$ cat src/rtl/riscv_priv_dbg_ctrl.sv
// Hart privilege register plus key-authenticated debug entry FSM (RUN/AUTH/DEBUG/LOCKED).
// Optional lockout after repeated failed authentications: define RISCV_DBG_LOCKOUT_EN.
module riscv_priv_dbg_ctrl #(
  parameter int unsigned           DBG_KEY_W      = 32,
  parameter logic [DBG_KEY_W-1:0]  DBG_KEY        = 32'hA5C30F1E,
  parameter int unsigned           AUTH_TIMEOUT   = 256,
  parameter int unsigned           MAX_FAILS      = 3,
  parameter int unsigned           LOCKOUT_CYCLES = 1024
) (
  input  logic                 clk_i,
  input  logic                 rst_i,
  input  logic                 trap_valid_i,
  input  logic                 trap_to_super_i,
  input  logic                 xret_valid_i,
  input  logic                 xret_is_mret_i,
  input  logic [1:0]           xret_target_i,
  input  logic                 dbg_req_i,
  input  logic                 dbg_key_valid_i,
  input  logic [DBG_KEY_W-1:0] dbg_key_i,
  input  logic                 dbg_exit_i,
  output logic [1:0]           priv_o,
  output logic                 supervisor_o,
  output logic                 dbg_mode_o,
  output logic                 dbg_ack_o,
  output logic                 dbg_nack_o,
  output logic                 dbg_locked_o
);

  localparam logic [1:0] PRIV_U = 2'd0;
  localparam logic [1:0] PRIV_S = 2'd1;
  localparam logic [1:0] PRIV_M = 2'd3;

  localparam int unsigned   TW      = $clog2(AUTH_TIMEOUT + 1);
  localparam logic [TW-1:0] TO_LAST = TW'(AUTH_TIMEOUT - 1);

  typedef enum logic [1:0] {
    ST_RUN    = 2'd0,
    ST_AUTH   = 2'd1,
    ST_DEBUG  = 2'd2,
    ST_LOCKED = 2'd3
  } state_e;

  state_e        state_q, state_d;
  logic [TW-1:0] to_cnt_q, to_cnt_d;
  logic [1:0]    priv_q, priv_d;
  logic          sup_q, sup_d;
  logic          ack_q, ack_d;
  logic          nack_q, nack_d;
  logic          key_ok;
  logic          xret_legal;
  logic [1:0]    xret_priv;

`ifdef RISCV_DBG_LOCKOUT_EN
  localparam int unsigned   FW        = $clog2(MAX_FAILS + 1);
  localparam int unsigned   LW        = $clog2(LOCKOUT_CYCLES + 1);
  localparam logic [FW-1:0] FAIL_MAX  = FW'(MAX_FAILS);
  localparam logic [LW-1:0] LOCK_LAST = LW'(LOCKOUT_CYCLES - 1);

  logic [FW-1:0] fail_cnt_q, fail_cnt_d;
  logic [LW-1:0] lock_cnt_q, lock_cnt_d;
`else
  logic unused_cfg;
  assign unused_cfg = (MAX_FAILS == 0) ^ (LOCKOUT_CYCLES == 0);
`endif

  assign key_ok = dbg_key_valid_i && (dbg_key_i == DBG_KEY);

  // State and counter registers
  always_ff @(posedge clk_i) begin
    if (rst_i) begin
      state_q    <= ST_RUN;
      to_cnt_q   <= '0;
      priv_q     <= PRIV_M;
      sup_q      <= 1'b0;
      ack_q      <= 1'b0;
      nack_q     <= 1'b0;
`ifdef RISCV_DBG_LOCKOUT_EN
      fail_cnt_q <= '0;
      lock_cnt_q <= '0;
`endif
    end else begin
      state_q    <= state_d;
      to_cnt_q   <= to_cnt_d;
      priv_q     <= priv_d;
      sup_q      <= sup_d;
      ack_q      <= ack_d;
      nack_q     <= nack_d;
`ifdef RISCV_DBG_LOCKOUT_EN
      fail_cnt_q <= fail_cnt_d;
      lock_cnt_q <= lock_cnt_d;
`endif
    end
  end

  // Next-state logic; a key arriving on the timeout cycle is still evaluated first
  always_comb begin
    state_d  = state_q;
    to_cnt_d = to_cnt_q;
    ack_d    = 1'b0;
    nack_d   = 1'b0;
`ifdef RISCV_DBG_LOCKOUT_EN
    fail_cnt_d = fail_cnt_q;
    lock_cnt_d = lock_cnt_q;
`endif
    case (state_q)
      ST_RUN: begin
        to_cnt_d = '0;
        if (dbg_req_i) begin
          state_d = ST_AUTH;
        end else begin
          state_d = ST_RUN;
        end
      end
      ST_AUTH: begin
        to_cnt_d = to_cnt_q + TW'(1);
        if (key_ok) begin
          state_d = ST_DEBUG;
          ack_d   = 1'b1;
`ifdef RISCV_DBG_LOCKOUT_EN
          fail_cnt_d = '0;
`endif
        end else if (dbg_key_valid_i || (to_cnt_q == TO_LAST)) begin
          state_d = ST_RUN;
          nack_d  = 1'b1;
`ifdef RISCV_DBG_LOCKOUT_EN
          fail_cnt_d = fail_cnt_q + FW'(1);
          if (fail_cnt_d >= FAIL_MAX) begin
            state_d    = ST_LOCKED;
            lock_cnt_d = '0;
          end else begin
            state_d = ST_RUN;
          end
`endif
        end else begin
          state_d = ST_AUTH;
        end
      end
      ST_DEBUG: begin
        if (dbg_exit_i) begin
          state_d = ST_RUN;
        end else begin
          state_d = ST_DEBUG;
        end
      end
      ST_LOCKED: begin
`ifdef RISCV_DBG_LOCKOUT_EN
        lock_cnt_d = lock_cnt_q + LW'(1);
        if (lock_cnt_q == LOCK_LAST) begin
          state_d    = ST_RUN;
          fail_cnt_d = '0;
          lock_cnt_d = '0;
        end else begin
          state_d = ST_LOCKED;
        end
`else
        state_d = ST_RUN;
`endif
      end
      default: state_d = ST_RUN;
    endcase
  end

  // Return legality and reserved-target mapping for mret/sret
  always_comb begin
    if (xret_is_mret_i) begin
      xret_legal = (priv_q == PRIV_M);
    end else begin
      xret_legal = (priv_q == PRIV_S) || (priv_q == PRIV_M);
    end
    if (xret_target_i == 2'b10) begin
      xret_priv = PRIV_U;
    end else begin
      xret_priv = xret_target_i;
    end
  end

  // Privilege update; the hart is halted in DEBUG so trap/xret are dropped there
  always_comb begin
    priv_d = priv_q;
    if (state_q == ST_DEBUG) begin
      priv_d = priv_q;
    end else if (trap_valid_i) begin
      if (trap_to_super_i && (priv_q != PRIV_M)) begin
        priv_d = PRIV_S;
      end else begin
        priv_d = PRIV_M;
      end
    end else if (xret_valid_i && xret_legal) begin
      priv_d = xret_priv;
    end else begin
      priv_d = priv_q;
    end
    sup_d = (priv_d == PRIV_S);
  end

  // Output decode from registered state
  always_comb begin
    dbg_mode_o   = (state_q == ST_DEBUG);
`ifdef RISCV_DBG_LOCKOUT_EN
    dbg_locked_o = (state_q == ST_LOCKED);
`else
    dbg_locked_o = 1'b0;
`endif
  end

  assign priv_o       = priv_q;
  assign supervisor_o = sup_q;
  assign dbg_ack_o    = ack_q;
  assign dbg_nack_o   = nack_q;

endmodule

$ cat config.mk
export PLATFORM = sky130hd
export DESIGN_NAME = riscv_priv_dbg_ctrl
export DESIGN_NICKNAME = d
export VERILOG_FILES = /design/src/rtl/riscv_priv_dbg_ctrl.sv
export SDC_FILE = /design/constraint.sdc
export NUM_CORES = 1
export LEC_CHECK = 0
export ABC_AREA = 1
export BUFFER_PORTS_ARGS = -buffer_cell sky130_fd_sc_hd__buf_2
export CORE_ASPECT_RATIO = 1.4
export CORE_MARGIN = 4
export CORE_UTILIZATION = 43
export CTS_BUF_LIST = sky130_fd_sc_hd__clkbuf_4 sky130_fd_sc_hd__clkbuf_8 sky130_fd_sc_hd__clkbuf_16
export DETAILED_ROUTE_END_ITERATION = 6
export GPL_ROUTABILITY_DRIVEN = 0
export PLACE_DENSITY = 0.77
export REMOVE_ABC_BUFFERS = 1
export SKIP_LAST_GASP = 1
export SYNTH_ARGS = -nofsm -noshare
export SYNTH_HDL_FRONTEND = slang
export SYNTH_SLANG_ARGS = --single-unit
$ cat constraint.sdc
create_clock -name clk_i -period 1.9 [get_ports clk_i]
set_input_delay 0.095 -clock clk_i [delete_from_list [all_inputs] [get_ports clk_i]]
set_output_delay 0.095 -clock clk_i [all_outputs]
set_load 0.02 [all_outputs]
==> results.py <==
metrics = {
    "outcome": {
        "status": "finished clean",
    },
    "synthesis": {
        "synthAdderAreaFrac_pct": 2.76,
        "yosys_warnings": 0,
        "seq_area_frac_synth_pct": 35.3,
        "synthMuxAreaShare_pct": 0,
        "ys.flop_type": "dfxtp_1",
        "async_flop_share_pct": 0,
        "syn_avg_cell_area_um2": 6.67,
        "synth_top_family_by_area": "simple AND/OR/NAND/NOR gates",
        "yosys-top-cells-area": "dfxtp_1 (35%), nand2_1 (14%), inv_1 (9.5%)",
        "synth-xor-area-share_pct": 0.966,
        "syn-instance-count": 136,
        "synth-edff-count": 0,
        "synth.largest_area_cell": "dfxtp_1",
        "ys_types": 26,
        "syn_area_um2": 907,
        "synth_compound_area_share_pct": 8.97,
        "synth-seq-cells": 16,
        "synth_top_area_share_pct": 35.3,
        "yosys.area_share.simple_pct": 40.6,
    },
    "worst_setup_path": {
        "crit_arrival_ns": 1.74,
        "crit_fanout": 3,
        "r2r-start": "to_cnt_q[0]",
        "critPathKind": "flip-flop to flip-flop",
        "rr_endpoint": "dbg_nack_o",
        "end_kind": "flip-flop",
        "cp_slowest_stage_delay_ns": 0.41,
        "crit_chain": "ha_1 -> nand3_1 -> nor4_1 -> ha_1 -> or2_2 -> nand2_1 -> a21oi_1",
        "path_depth": 7,
        "start_kind": "flip-flop",
        "required_ns": 2.12,
        "reg2regPathDepth": 7,
        "cp_slowest_cell": "dfxtp_1",
        "crit_family": "simple AND/OR/NAND/NOR gates",
        "cp_num_buf_inv": 0,
        "rrSetupSlack_ns": 0.38,
        "cpMostUsedCell": "ha_1",
    },
    "pwr": {
        "leakagePower_nw": 0.649,
        "power_density_mw_per_mm2": 546,
        "peakVddDrop_mv": 0.283,
    },
    "global_routing": {
        "first_global_vias": 898,
        "grt_remaining_overflow": 0,
        "grt_max_degree": 9,
        "grt_util_all_layers_pct": 14.8,
        "grt_pass1_wl_um": 3340,
        "antenna_found_initial": 0,
    },
    "detailed_routing": {
        "drt_iter0_drc": 6,
        "wl_per_cell_um": 9.74,
        "num_vias": 993,
        "drc": 0,
        "drt.antenna.violating_nets": 0,
        "dr.pass1.iters": 4,
        "wl_um": 2020,
        "vias_per_cell": 4.80,
    },
    "cts": {
        "cts_tree": "built",
        "cts.sinks": 16,
        "cts-root-buf": "clkbuf_4",
        "clk_latency_ns": 0.28,
        "post_cts_buffers": 0,
        "cts.path.max_buffers": 2,
        "cts_max_level": 1,
        "cts.clk_slew.worst_paths_ns": 0.09,
        "numCtsBuffers": 3,
        "cts_resized": 0,
        "hold_buffers": 0,
    },
    "floorplan": {
        "die_x_um": 46.8,
        "dieArea_mm2": 0.00292,
        "core-area_mm2": 0.00200,
        "start_util_pct": 45.4,
        "die_h_um": 62.3,
        "rows": 19,
        "io_pins": 50,
    },
    "timing": {
        "setup_viol": 0,
        "period_needed_ns": 1.52,
        "max_clock_freq_mhz": 657,
        "finalHoldViolCount": 0,
        "fin_skew_ns": 0.000907,
        "maxSlewViolCount": 0,
        "hold_ws_ns": 0.0544,
        "setup-tns-final_ns": 0,
        "rsz0062_at_grt": "no",
        "finalCritPeriodShare_pct": 80.1,
    },
    "final_layout": {
        "layout_common_cells": "buf_2 (48), nand2_1 (35), inv_1 (23), nor2_1 (21), dfxtp_1 (16)",
        "final_common_cell": "buf_2",
        "drive_above_1_share_pct": 34.4,
        "fin_util_pct": 59.5,
        "finalInstanceArea_mm2": 0.00119,
        "regArea_um2": 320,
        "fin_nets": 233,
        "n_fill_cell": 186,
        "n_antenna_cell": 0,
        "area_growth_pct": 31.0,
        "multi_input_area_um2": 487,
    },
    "min_path": {
        "holdPathStages": 3,
        "holdCritStartpoint": "dbg_req_i",
        "whs_endpoint": "state_q[0]",
        "hp-class": "primary input to flip-flop",
    },
    "placement": {
        "placement.cell_area_mm2": 0.00117,
        "place_hpwl_um": 1800,
        "numPortBuffers": 48,
    },
    "flow_run": {
        "maxCapViolCount": 0,
    },
}
[metrics by stage]
| stage | total power, mW | worst slack, ns | cells |
|---|---|---|---|
| 3_5_place_dp | 0.485 | 0.385 | 204 |
| 2_1_floorplan | 0.425 | 0.571 | 135 |
| 3_3_place_gp | 0.480 | 0.495 | 204 |
| 4_1_cts | 0.659 | 0.367 | 207 |
| 6_report | 0.648 | 0.378 | 207 |
| 5_1_grt | 0.688 | 0.264 | 207 |
[final cells by class]
type                            count  share of cell area (%)
Multi-Input combinational cell     95                    40.9
Sequential cell                    16                    26.9
Timing Repair Buffer               48                    20.2
Inverter                           24                    7.79
Tap cell                           21                    2.21
Clock buffer                        3                    1.89
[cell usage after synthesis (2+ instances only)]
cell and count:
nand2_1 35, inv_1 23, nor2_1 21, dfxtp_1 16, a21oi_1 7, nand3_1 5, nor2_2 3, nor2_4 3
o21ai_1 3, ha_1 2, nand3_2 2, nand4_1 2
[where the power goes]
group          switching (mW)  internal, mW  total (mW)  leakage (nW)
logic                  0.0619        0.0588       0.121         0.505
registers             0.00935         0.346       0.355         0.130
clock network          0.0990        0.0735       0.173        0.0138
total                   0.170         0.478       0.648         0.649
[per-layer routing]
metal | track usage [%] | vias to the layer above | share of wire, % | wire, µm
met4 | 7.27 | 0 | 1.8 | 37
met2 | 25.5 | 35 | 52 | 1050
li1 | - | 522 | - | -
met5 | 0 | - | 0 | 0
met1 | 16.5 | 432 | 38 | 767
met3 | 2.31 | 4 | 8.2 | 165
[how the worst max path moves through the flow]
stage / start / endpoint / slack, ns
after floorplan: to_cnt_q[0] / dbg_nack_o / 0.57
after CTS: to_cnt_q[0] / dbg_nack_o / 0.37
after global routing: to_cnt_q[0] / dbg_nack_o / 0.26
after detailed placement: to_cnt_q[0] / dbg_nack_o / 0.39
after global placement: to_cnt_q[0] / dbg_nack_o / 0.50
final: to_cnt_q[0] / dbg_nack_o / 0.38
[sequential cells by signal, indices dropped and copies added, names as in the netlist]
register      count
state_q           2
priv_o            2
dbg_nack_o        1
supervisor_o      1
to_cnt_q          9
dbg_ack_o         1
[cell families after synthesis]
kind of cell / after synthesis
DFF: 16
xor gates and xnor gates: 1
AOI/OAI and AO/OA: 14
other: 1
adders and majority gates: 2
and+or+nand+nor: 77
buffers and inverters: 25
[worst register-to-register path: cells and delay by family (launching register included)]
kind / cells / cell delay (ns)
adders and majority gates: 2 / 0.45
AOI/OAI and AO/OA: 1 / 0.11
DFF: 1 / 0.41
and+or+nand+nor: 4 / 0.49
Power figures use the tool's default switching activity.
